File: src/rtl/pipeline_hazard_regs_if.sv
// Signal bundle between the fetch side, StallDetection and the hazard
// register bank. The master modport belongs to whoever drives the fetched
// instruction and the stall requests. The slave modport belongs to the
// register bank, which returns PCwrite and the per-stage fields.
//
// Handshake semantics: there is no ready/back-pressure path on the
// instruction stream itself. IFvalid qualifies IFinstr in the same cycle.
// IDStall/EXStall are the only flow control. While either is high,
// PCwrite is low and the upstream registers hold their contents.
interface pipeline_hazard_regs_if;
    logic [31:0] IFinstr;
    logic        IFvalid;
    logic        flush;
    logic        IDStall;
    logic        EXStall;
    logic        PCwrite;
    logic [5:0]  IDop;
    logic [4:0]  IDrm;
    logic [4:0]  IDrn;
    logic [5:0]  EXop;
    logic [4:0]  EXrp;
    logic [4:0]  EXrm;
    logic [4:0]  EXrn;
    logic [5:0]  MEMop;
    logic [4:0]  MEMrn;

    modport master (
        output IFinstr, IFvalid, flush, IDStall, EXStall,
        input  PCwrite, IDop, IDrm, IDrn, EXop, EXrp, EXrm, EXrn, MEMop, MEMrn
    );

    modport slave (
        input  IFinstr, IFvalid, flush, IDStall, EXStall,
        output PCwrite, IDop, IDrm, IDrn, EXop, EXrp, EXrm, EXrn, MEMop, MEMrn
    );
endinterface

File: src/rtl/pipeline_hazard_regs.sv
// Pipeline register bank for the ID, EX and MEM stages of a 5-stage CPU.
// It holds or bubbles stages on the IDStall/EXStall requests from
// StallDetection. EXStall (load-use) dominates IDStall (branch operand).
// A flush squashes the IF/ID entry only when no stall is active.
// An invalid stage drives BUBBLE_OP and zero register fields.
// Optional macro HAZARD_STALL_COUNT_EN adds two free-running stall counters.
module pipeline_hazard_regs #(
    parameter logic [5:0] BUBBLE_OP = 6'b111111
) (
    input  logic                   clk,
    input  logic                   reset,
    pipeline_hazard_regs_if.slave  bus
`ifdef HAZARD_STALL_COUNT_EN
    ,
    output logic [31:0]            IDStallCount,
    output logic [31:0]            EXStallCount
`endif
);

    // IF/ID
    logic [31:0] ifid_instr_q, ifid_instr_d;
    logic        ifid_valid_q, ifid_valid_d;
    // ID/EX
    logic [5:0]  idex_op_q, idex_op_d;
    logic [4:0]  idex_rs_q, idex_rs_d;
    logic [4:0]  idex_rt_q, idex_rt_d;
    logic [4:0]  idex_rd_q, idex_rd_d;
    logic        idex_valid_q, idex_valid_d;
    // EX/MEM
    logic [5:0]  exmem_op_q, exmem_op_d;
    logic [4:0]  exmem_rt_q, exmem_rt_d;
    logic        exmem_valid_q, exmem_valid_d;

    logic ex_stall;
    logic id_stall;

    // EXStall wins over IDStall.
    assign ex_stall = bus.EXStall;
    assign id_stall = bus.IDStall & ~bus.EXStall;

    // Next-state selection for the three stage registers
    always_comb begin
        ifid_instr_d  = ifid_instr_q;
        ifid_valid_d  = ifid_valid_q;
        idex_op_d     = idex_op_q;
        idex_rs_d     = idex_rs_q;
        idex_rt_d     = idex_rt_q;
        idex_rd_d     = idex_rd_q;
        idex_valid_d  = idex_valid_q;
        exmem_op_d    = exmem_op_q;
        exmem_rt_d    = exmem_rt_q;
        exmem_valid_d = exmem_valid_q;

        if (ex_stall) begin
            // Load-use: freeze IF/ID and ID/EX and send a bubble into MEM.
            exmem_op_d    = 6'd0;
            exmem_rt_d    = 5'd0;
            exmem_valid_d = 1'b0;
        end else if (id_stall) begin
            // Branch operand pending: freeze IF/ID, drain EX and put a bubble into EX.
            exmem_op_d    = idex_op_q;
            exmem_rt_d    = idex_rt_q;
            exmem_valid_d = idex_valid_q;
            idex_op_d     = 6'd0;
            idex_rs_d     = 5'd0;
            idex_rt_d     = 5'd0;
            idex_rd_d     = 5'd0;
            idex_valid_d  = 1'b0;
        end else begin
            exmem_op_d    = idex_op_q;
            exmem_rt_d    = idex_rt_q;
            exmem_valid_d = idex_valid_q;
            idex_op_d     = ifid_instr_q[31:26];
            idex_rs_d     = ifid_instr_q[25:21];
            idex_rt_d     = ifid_instr_q[20:16];
            idex_rd_d     = ifid_instr_q[15:11];
            idex_valid_d  = ifid_valid_q;
            if (bus.flush) begin
                ifid_instr_d = 32'd0;
                ifid_valid_d = 1'b0;
            end else begin
                ifid_instr_d = bus.IFinstr;
                ifid_valid_d = bus.IFvalid;
            end
        end
    end

    // Stage registers; reset empties every stage
    always_ff @(posedge clk or posedge reset) begin
        if (reset) begin
            ifid_instr_q  <= 32'd0;
            ifid_valid_q  <= 1'b0;
            idex_op_q     <= 6'd0;
            idex_rs_q     <= 5'd0;
            idex_rt_q     <= 5'd0;
            idex_rd_q     <= 5'd0;
            idex_valid_q  <= 1'b0;
            exmem_op_q    <= 6'd0;
            exmem_rt_q    <= 5'd0;
            exmem_valid_q <= 1'b0;
        end else begin
            ifid_instr_q  <= ifid_instr_d;
            ifid_valid_q  <= ifid_valid_d;
            idex_op_q     <= idex_op_d;
            idex_rs_q     <= idex_rs_d;
            idex_rt_q     <= idex_rt_d;
            idex_rd_q     <= idex_rd_d;
            idex_valid_q  <= idex_valid_d;
            exmem_op_q    <= exmem_op_d;
            exmem_rt_q    <= exmem_rt_d;
            exmem_valid_q <= exmem_valid_d;
        end
    end

    // Outputs come only from registers. Invalid stages show a bubble.
    always_comb begin
        bus.PCwrite = ~(bus.IDStall | bus.EXStall);
        bus.IDop    = ifid_valid_q  ? ifid_instr_q[31:26] : BUBBLE_OP;
        bus.IDrm    = ifid_valid_q  ? ifid_instr_q[25:21] : 5'd0;
        bus.IDrn    = ifid_valid_q  ? ifid_instr_q[20:16] : 5'd0;
        bus.EXop    = idex_valid_q  ? idex_op_q           : BUBBLE_OP;
        bus.EXrp    = idex_valid_q  ? idex_rd_q           : 5'd0;
        bus.EXrm    = idex_valid_q  ? idex_rs_q           : 5'd0;
        bus.EXrn    = idex_valid_q  ? idex_rt_q           : 5'd0;
        bus.MEMop   = exmem_valid_q ? exmem_op_q          : BUBBLE_OP;
        bus.MEMrn   = exmem_valid_q ? exmem_rt_q          : 5'd0;
    end

`ifdef HAZARD_STALL_COUNT_EN
    logic [31:0] id_cnt_q, id_cnt_d;
    logic [31:0] ex_cnt_q, ex_cnt_d;

    // Counter increments; they wrap naturally at 32 bits
    always_comb begin
        id_cnt_d = id_stall ? id_cnt_q + 32'd1 : id_cnt_q;
        ex_cnt_d = ex_stall ? ex_cnt_q + 32'd1 : ex_cnt_q;
    end

    // Stall counters, cleared by reset
    always_ff @(posedge clk or posedge reset) begin
        if (reset) begin
            id_cnt_q <= 32'd0;
            ex_cnt_q <= 32'd0;
        end else begin
            id_cnt_q <= id_cnt_d;
            ex_cnt_q <= ex_cnt_d;
        end
    end

    assign IDStallCount = id_cnt_q;
    assign EXStallCount = ex_cnt_q;
`endif

endmodule

File: src/flat_wrapper.sv
// flat-port wrapper written by rule: the top's interface ports become plain ports
module pipeline_hazard_regs_flat 
#(
    parameter logic [5:0] BUBBLE_OP = 6'b111111
)
  (clk, reset, bus_IFinstr, bus_IFvalid, bus_flush, bus_IDStall, bus_EXStall, bus_PCwrite, bus_IDop, bus_IDrm, bus_IDrn, bus_EXop, bus_EXrp, bus_EXrm, bus_EXrn, bus_MEMop, bus_MEMrn);
  pipeline_hazard_regs_if bus_i ();
  input  logic clk;
  input  logic reset;
  input wire logic [$bits(bus_i.IFinstr)-1:0] bus_IFinstr;
  input wire logic [$bits(bus_i.IFvalid)-1:0] bus_IFvalid;
  input wire logic [$bits(bus_i.flush)-1:0] bus_flush;
  input wire logic [$bits(bus_i.IDStall)-1:0] bus_IDStall;
  input wire logic [$bits(bus_i.EXStall)-1:0] bus_EXStall;
  output wire logic [$bits(bus_i.PCwrite)-1:0] bus_PCwrite;
  output wire logic [$bits(bus_i.IDop)-1:0] bus_IDop;
  output wire logic [$bits(bus_i.IDrm)-1:0] bus_IDrm;
  output wire logic [$bits(bus_i.IDrn)-1:0] bus_IDrn;
  output wire logic [$bits(bus_i.EXop)-1:0] bus_EXop;
  output wire logic [$bits(bus_i.EXrp)-1:0] bus_EXrp;
  output wire logic [$bits(bus_i.EXrm)-1:0] bus_EXrm;
  output wire logic [$bits(bus_i.EXrn)-1:0] bus_EXrn;
  output wire logic [$bits(bus_i.MEMop)-1:0] bus_MEMop;
  output wire logic [$bits(bus_i.MEMrn)-1:0] bus_MEMrn;
  assign bus_i.IFinstr = bus_IFinstr;
  assign bus_i.IFvalid = bus_IFvalid;
  assign bus_i.flush = bus_flush;
  assign bus_i.IDStall = bus_IDStall;
  assign bus_i.EXStall = bus_EXStall;
  assign bus_PCwrite = bus_i.PCwrite;
  assign bus_IDop = bus_i.IDop;
  assign bus_IDrm = bus_i.IDrm;
  assign bus_IDrn = bus_i.IDrn;
  assign bus_EXop = bus_i.EXop;
  assign bus_EXrp = bus_i.EXrp;
  assign bus_EXrm = bus_i.EXrm;
  assign bus_EXrn = bus_i.EXrn;
  assign bus_MEMop = bus_i.MEMop;
  assign bus_MEMrn = bus_i.MEMrn;
  pipeline_hazard_regs #(.BUBBLE_OP(BUBBLE_OP)) u_core (.clk(clk), .reset(reset), .bus(bus_i));
endmodule
File: config.mk
export PLATFORM = sky130hd
export DESIGN_NAME = pipeline_hazard_regs_flat
export DESIGN_NICKNAME = d
export VERILOG_FILES = /design/src/rtl/pipeline_hazard_regs_if.sv /design/src/rtl/pipeline_hazard_regs.sv /design/src/flat_wrapper.sv
export SDC_FILE = /design/constraint.sdc
export NUM_CORES = 1
export LEC_CHECK = 0
export CORE_ASPECT_RATIO = 1.1
export CORE_UTILIZATION = 45
export DETAILED_ROUTE_END_ITERATION = 8
export MAX_ROUTING_LAYER = met4
export PLACE_DENSITY = 0.83
export SLEW_MARGIN = 10
export SYNTH_ARGS = -nofsm -noshare
export SYNTH_HDL_FRONTEND = slang
export SYNTH_SLANG_ARGS = --single-unit
File: constraint.sdc
create_clock -name clk -period 2 [get_ports clk]
set_input_delay 0.3 -clock clk [delete_from_list [all_inputs] [get_ports clk]]
set_output_delay 0.3 -clock clk [all_outputs]
set_load 0.03 [all_outputs]
==> results.md <==
- Launching element type of the critical path: flip-flop
- Top cells by instance count after synthesis: dfrtp_1, nand2b_1, o21ai_0, and2_1, o21ai_1
- Cell internal power dissipation: 1.71 mW
- Fraction of layout cells with a size suffix above 1: 6.19%
- Area of the placeable core: 5400 sq um
- WP data arrival: 1.64 ns
- Ordered list of cells on the worst path: nand2b_1, clkdlybuf4s50_1
- Final worst-path cycle share: 96.8%
- H-tree Lvls: 2
- CTS tree: yes
- Fraction of power spent switching nets: 27.1%
- Total Die Area: 5890 sq um
- Via count: 1917
- Average wire per standard cell: 12.8 microns
- Relative area change from synthesis to final layout: 37.8%
- Flop pwr share: 55.0%
- Per-instance average area after synthesis: 10.0 sq um
- Total power per unit cell area: 676 nW/um^2
- Register bit total from synthesis: 56
- Maximum clock frequency: 0.516 GHz
- Synth area leaders: dfrtp_1, nand2b_1, and2_1
- Number of buffers inserted by hold repair at cts: 0
- Leading cell type by number of instances after synthesis: dfrtp_1
- Remaining design rule violation count: 0
- Post-Syn Area: 2510 sq um
- Post-synth top flop: dfrtp_1
- Number of distinct library cells after synthesis: 15
- Number of antenna violations at the first check in global routing: 0
- Buffers added on ports: 75
- Clk pwr share: 26.5%
- Number of global-route vias before repair: 1713
- HPWL Detailed: 3.58 mm
- Maximum resistive drop on vdd: 0.312 mV
- Cell taking the most area after synthesis: dfrtp_1
- Path type of the worst setup path: reg2out
- Wire length of the first global-routing pass: 8.20 mm
- R2R Setup Slk: 1.05 ns
- Total Negative Setup Slacks: 0 ns
- Top-Level Pins: 87
- Clock transition at the register clock pins on the worst setup and hold paths after CTS: 0.09 ns
- Area share of the largest cell type after synthesis: 55.8%
- EDFF count, synth: 0
- Starting DRT DRC Count: 167
- Run status: finished, final reports clean
- Final critical-path required period: 1.94 ns
- Number of max-slew violations in the final report: 0
- Final setup violation count: 0
- Net Sw Power: 0.633 mW
- Detailed Route WL: 5.08 mm
- Largest net degree at the start of global routing: 70
- Class of the most critical hold timing path: in2async
- Die extent in y: 80.4 microns
- Overflow left after global routing: 0
- Launch instance of the worst register-to-register path: u_core.ifid_valid_q
- Master of the slowest instance on the critical path: clkdlybuf4s50_1
- Net count of the finished layout: 360
- Number of instances in the synthesized netlist: 251
- Share of synthesized flip-flops with an asynchronous set or reset: 100%
- Number of buffers on the longest clock path: 2
- Type of destination of the critical path: output port
- Setup crit start: u_core.ifid_valid_q
- Total non-filler cell area in the finished layout: 3460 sq um
- Number of warnings printed during yosys synthesis: 0
- Static leakage: 1.79 nW
- Number of antenna cells inserted: 0
- Portion of total power attributed to combinational logic: 18.5%
- Depth of the worst register-to-register path: 3
- Maximum clock skew at final layout: 0.00423 ns
- Post-synthesis net count: 289
- Final Hold Viols: 0
- X dimension of the die: 73.2 microns
- Max-cap viol count: 0
- Terminus of the critical flop-to-flop path: u_core.ifid_valid_q
- Worst EP required: 1.70 ns
- Crit-path max cell delay: 0.67 ns
- Unrepaired setup endpoints after global routing: no
- Number of iterations in the first detailed-routing pass: 4
- Post-detailed-route via-to-cell ratio: 4.82
- Clock Sinks: 56
- Finished Core Util: 64.2%
- Sequential element share of the synthesized area: 55.8%
- Transition time at the pin with the least slew margin: 0.543 ns
- Maximum fanout encountered on the critical timing path: 17
- CTS root buffer: clkbuf_8
- Max-slew headroom: 63.8%
- Placed cell area: 3320 sq um
- Number of buffers added by the clock tree synthesis step: 5
- Number of nets with antenna violations after detailed routing: 0
- Starting density of the core: 46.6%
- Rows: 28
- Source-to-sink clock delay at the later pin of the worst-skew pair: 0.31 ns
- Routability Congestion: 0.710
- Total global routing track utilization: 19.0%
==> power groups by stage <==
stage / clock [mW] / sequential [mW] / combinational [mW]
final: 0.621 / 1.29 / 0.433
after global routing: 0.681 / 1.30 / 0.473
after CTS: 0.630 / 1.29 / 0.436
after detailed placement: 0 / 1.31 / 0.437
after global placement: 0 / 1.30 / 0.429
after floorplan: 0 / 1.28 / 0.270
==> cell usage in the layout (no fill, tap or decap) <==
cell type,netlist,layout
or2_4,1,1
clkdlybuf4s50_1,0,51
dlymetal6s2s_1,0,19
nor2b_1,12,12
buf_2,1,1
nand2b_1,53,53
dfrtp_1,56,54
and2_1,30,30
dlygate4sd2_1,0,3
buf_4,1,7
clkbuf_8,0,6
nand2_1,13,13
dfrtp_2,0,2
buf_12,0,1
o21ai_0,37,37
o21ai_1,20,20
a22o_1,9,9
clkbuf_1,14,2
inv_2,1,2
==> state kept, by name, indices dropped and copies added, names as in the netlist <==
name,flops
u_core.exmem_op_q,6
u_core.ifid_instr_q,21
u_core.idex_op_q,6
u_core.ifid_valid_q,1
u_core.idex_rt_q,5
u_core.idex_rd_q,5
u_core.exmem_rt_q,5
u_core.idex_rs_q,5
u_core.idex_valid_q,1
u_core.exmem_valid_q,1
==> routing by layer <==
layer | GRT usage (%) | vias to the layer above | wire [microns]
met5 | - | - | 0
met4 | 6.86 | 0 | 81
met1 | 24.1 | 895 | 2180
met2 | 30.2 | 59 | 2580
li1 | - | 957 | -
met3 | 3.89 | 6 | 237
==> cell type report <==
| class | instances | area, sq um |
|---|---|---|
| Tap cell | 75 | 93.8 |
| Fill cell | 462 | 1930 |
| Multi-Input combinational cell | 175 | 1020 |
| Timing Repair Buffer | 82 | 852 |
| Inverter | 2 | 7.51 |
| Clock buffer | 8 | 90.1 |
| Sequential cell | 56 | 1400 |
==> worst max path at each step <==
stage / cells after the start / end
6_report: 2 / bus_IDop[4]
5_1_grt: 3 / bus_EXrm[0]
4_1_cts: 2 / bus_IDrn[1]
3_5_place_dp: 2 / bus_IDrn[4]
3_3_place_gp: 2 / bus_IDrn[4]
2_1_floorplan: 1 / u_core.exmem_op_q[0]
==> metrics by stage <==
stage	cells	hold slack (ns)	total power [mW]	worst slack, ns
after global routing	398	0.401	2.45	0.00303
after detailed placement	389	0.481	1.74	0.180
after global placement	389	0.460	1.73	0.199
final	398	0.354	2.34	0.0632
after CTS	397	0.372	2.35	0.000204
after floorplan	251	0.439	1.55	0.329
==> critical path, delay by kind of cell, from the launching register on <==
| family | cells | cell delay [ns] |
|---|---|---|
| flops | 1 | 0.52 |
| buf+inv | 1 | 0.67 |
| simple gates | 1 | 0.14 |
==> cell families (layout without fill, tap and decap cells) <==
logic type	Yosys count	count (layout)	share of synthesized area [%]
AO/OA/AOI/OAI	66	66	14.5
buffers and inverters	20	92	3.78
flip-flops	56	56	55.8
AND/OR/NAND/NOR	109	109	25.9
==> repair_timing <==
action                                  in CTS  in global routing
gates resized for setup                      4                 20
setup buffers                                0                  1
endpoints found under the setup margin      16                 26
Note: power is estimated with default switching activity, not from simulation.
==> patch: new RTL, same settings <==
`ifid_instr_q`, `exmem_op_q` and `exmem_rt_q` no longer have a reset.
--- a/src/rtl/pipeline_hazard_regs.sv
+++ b/src/rtl/pipeline_hazard_regs.sv
@@ -88,28 +88,28 @@
     // Stage registers; reset empties every stage
     always_ff @(posedge clk or posedge reset) begin
         if (reset) begin
-            ifid_instr_q  <= 32'd0;
             ifid_valid_q  <= 1'b0;
             idex_op_q     <= 6'd0;
             idex_rs_q     <= 5'd0;
             idex_rt_q     <= 5'd0;
             idex_rd_q     <= 5'd0;
             idex_valid_q  <= 1'b0;
-            exmem_op_q    <= 6'd0;
-            exmem_rt_q    <= 5'd0;
             exmem_valid_q <= 1'b0;
         end else begin
-            ifid_instr_q  <= ifid_instr_d;
             ifid_valid_q  <= ifid_valid_d;
             idex_op_q     <= idex_op_d;
             idex_rs_q     <= idex_rs_d;
             idex_rt_q     <= idex_rt_d;
             idex_rd_q     <= idex_rd_d;
             idex_valid_q  <= idex_valid_d;
-            exmem_op_q    <= exmem_op_d;
-            exmem_rt_q    <= exmem_rt_d;
             exmem_valid_q <= exmem_valid_d;
         end
+    end
+
+    always_ff @(posedge clk) begin
+        ifid_instr_q <= ifid_instr_d;
+        exmem_op_q   <= exmem_op_d;
+        exmem_rt_q   <= exmem_rt_d;
     end
 
     // Outputs come only from registers. Invalid stages show a bubble.
Formal check against the unedited RTL: no difference found for any inputs over 10 cycles, from zero or initial values and one cycle with reset high; that may be too few to reach the edited logic, so the function may still have changed.
==> patch against the original RTL <==
Largest power group unchanged; largest cell class unchanged; synthesized area decreased by 9.6%; hold slack got worse by 0.034 ns; sequential power increased by 3%; worst setup slack got worse by 0.0049 ns; sequential cell count unchanged; clock power increased by 10%; final area decreased by 6.6%; total power increased by 2.9%; wire length decreased by 14%.
==> patch: results (changes against the original RTL) <==
[synthesis]
ys.flop_type=sky130_fd_sc_hd__dfrtp_1
synth-edff-count=21  ; +21
ys_warn_count=0  ; unchanged
ys_top_cells_by_area=sky130_fd_sc_hd__edfxtp_1, sky130_fd_sc_hd__dfrtp_1, sky130_fd_sc_hd__dfxtp_1, sky130_fd_sc_hd__nor2b_1, sky130_fd_sc_hd__and2_1
synth.lib_cells_used.distinct=17  ; +2
synthArstFlopShare=0.4286  ; -0.5714
synth_top_cells_by_count=sky130_fd_sc_hd__nor2b_1, sky130_fd_sc_hd__and2_1, sky130_fd_sc_hd__dfrtp_1, sky130_fd_sc_hd__a22o_1, sky130_fd_sc_hd__edfxtp_1
synth_sequential_area_ratio=0.6388  ; +0.08100
syn_nets=216  ; -25%

[grt]
grt_util_all_layers=0.1779  ; -0.01244
first_global_vias=1408  ; -18%
grt_first_pass_wirelength_um=7079  ; -14%
maximum_number_of_pins_on_one_net_before_global_route_repair=25  ; -64%
grt_antenna_before_repair=0  ; unchanged

[critical_path]
crit-reg2reg-launch=u_core.ifid_valid_q
critPathArrivalTime_ns=1.64  ; about the same
r2r.worst_path.cells=2  ; -1
reg2reg_slack_ns=1.11  ; +0.06 ns
critical_path.reg2reg.endpoint=u_core.ifid_valid_q
critical_path.max_fanout=18  ; +1

[clocking]
clock_tree.root_cell=sky130_fd_sc_hd__clkbuf_8
tritoncts.num_buffers=5  ; unchanged
clock_latency_ns=0.31  ; about the same
htree_levels=2  ; unchanged
register_clock_pin_slew_on_the_reported_worst_setup_and_hold_paths_ns=0.09  ; about the same
ctsLongestPathBuffers=2  ; unchanged

[drt]
num_vias=1514  ; -21%
initialDrtViolationCount=92  ; -45%
drt-wirelength-per-cell_um=13.89  ; +9.0%
antenna_violating_nets_post_route=0  ; unchanged
firstDrtPassIters=4  ; unchanged

[pwr]
vdd_ir_drop_max_uv=466.1  ; +49%
internal_power_mw=1.794  ; +5.1%
p_leak_nw=1.551  ; -13%

[timing]
clock_skew_ns=0.005808  ; +0.001576 ns
rel_slew_slack=0.7649  ; +0.1269

[placed_design]
placement.io_buffers=75  ; unchanged
dpl-instance-area_mm2=0.003097  ; -6.7%
routabilityCongestion=0.8115  ; +14%
detailedPlacementHpwl_um=3244  ; -9.4%

[min_path]
hp-class=in -> async

[layout]
antenna-diode-count=0  ; unchanged
final_layout_net_count=295  ; -18%
biggestRegsByFlops=u_core.ifid_instr_q: 21 flops, u_core.exmem_op_q: 6 flops, u_core.idex_op_q: 6 flops
drive_above_1_share=0.08140  ; +0.01948

[outcome]
run_status=complete, no violations

patch: timing repair:
action                     in CTS  in global routing
setup buffers                   0                  0
resized for setup              12                 19
setup endpoints to repair      17                 23
pin swaps                       0                  0
patch: power by group through the flow:
stage                     clock, mW  combinational [mW]  sequential (mW)
final                         0.683               0.394             1.33
after global routing          0.739               0.423             1.34
after CTS                     0.695               0.403             1.33
after detailed placement          0               0.415             1.35
after global placement            0               0.407             1.35
after floorplan                   0               0.246             1.33
patch: worst max-delay path by stage:
stage | from | cells after the start | slack, ns | endpoint
5_1_grt | u_core.ifid_valid_q | 2 | 0.003 | bus_IDop[5]
4_1_cts | u_core.exmem_valid_q | 2 | 0.03 | bus_MEMrn[2]
6_report | u_core.ifid_valid_q | 2 | 0.06 | bus_IDop[5]
2_1_floorplan | u_core.ifid_valid_q | 2 | 0.80 | bus_IDrm[0]
3_3_place_gp | u_core.ifid_valid_q | 2 | 0.18 | bus_IDrn[4]
3_5_place_dp | u_core.ifid_valid_q | 2 | 0.14 | bus_IDrn[4]
patch: logic make-up after synthesis:
group,count (synthesis),synth area share
AO/OA/AOI/OAI,24,0.08921
buffers and inverters,14,0.03579
flip-flops,56,0.6388
AND/OR/NAND/NOR,84,0.2362
patch: through the flow:
| stage | setup WS, ns | hold WS [ns] | cells | utilization |
|---|---|---|---|---|
| 2_1_floorplan | 0.7996 | 0.3146 | 178 | - |
| 3_3_place_gp | 0.1772 | 0.4423 | 306 | 0.6520 |
| 3_5_place_dp | 0.1368 | 0.4475 | 306 | 0.6520 |
| 4_1_cts | 0.02660 | 0.3263 | 314 | 0.6715 |
| 5_1_grt | 0.002704 | 0.3663 | 314 | 0.6812 |
| 6_report | 0.05824 | 0.3198 | 314 | 0.6812 |
patch: routing by layer:
layer  wire length, um  global-route usage  up-vias
li1                  -                   -      753
met1              1851              0.2120      716
met2              2294              0.2951       38
met3               146             0.04101        7
met4                70             0.06600        0
met5                 0                   -        -
patch: final cells by class:
type / instances / area (um^2)
inverter: 2 / 7.507
sequential: 56 / 1454
tap: 56 / 70.07
clock inverter: 2 / 11.26
fill: 361 / 1514
timing repair buffer: 84 / 859.6
clock buffer: 6 / 93.84
multi-input combinational: 108 / 739.5
patch: critical path, cell delays in order (launching register included):
cell and delay, ns:
sky130_fd_sc_hd__dfrtp_2 0.54, sky130_fd_sc_hd__nand2b_1 0.11, sky130_fd_sc_hd__clkdlybuf4s50_1 0.68
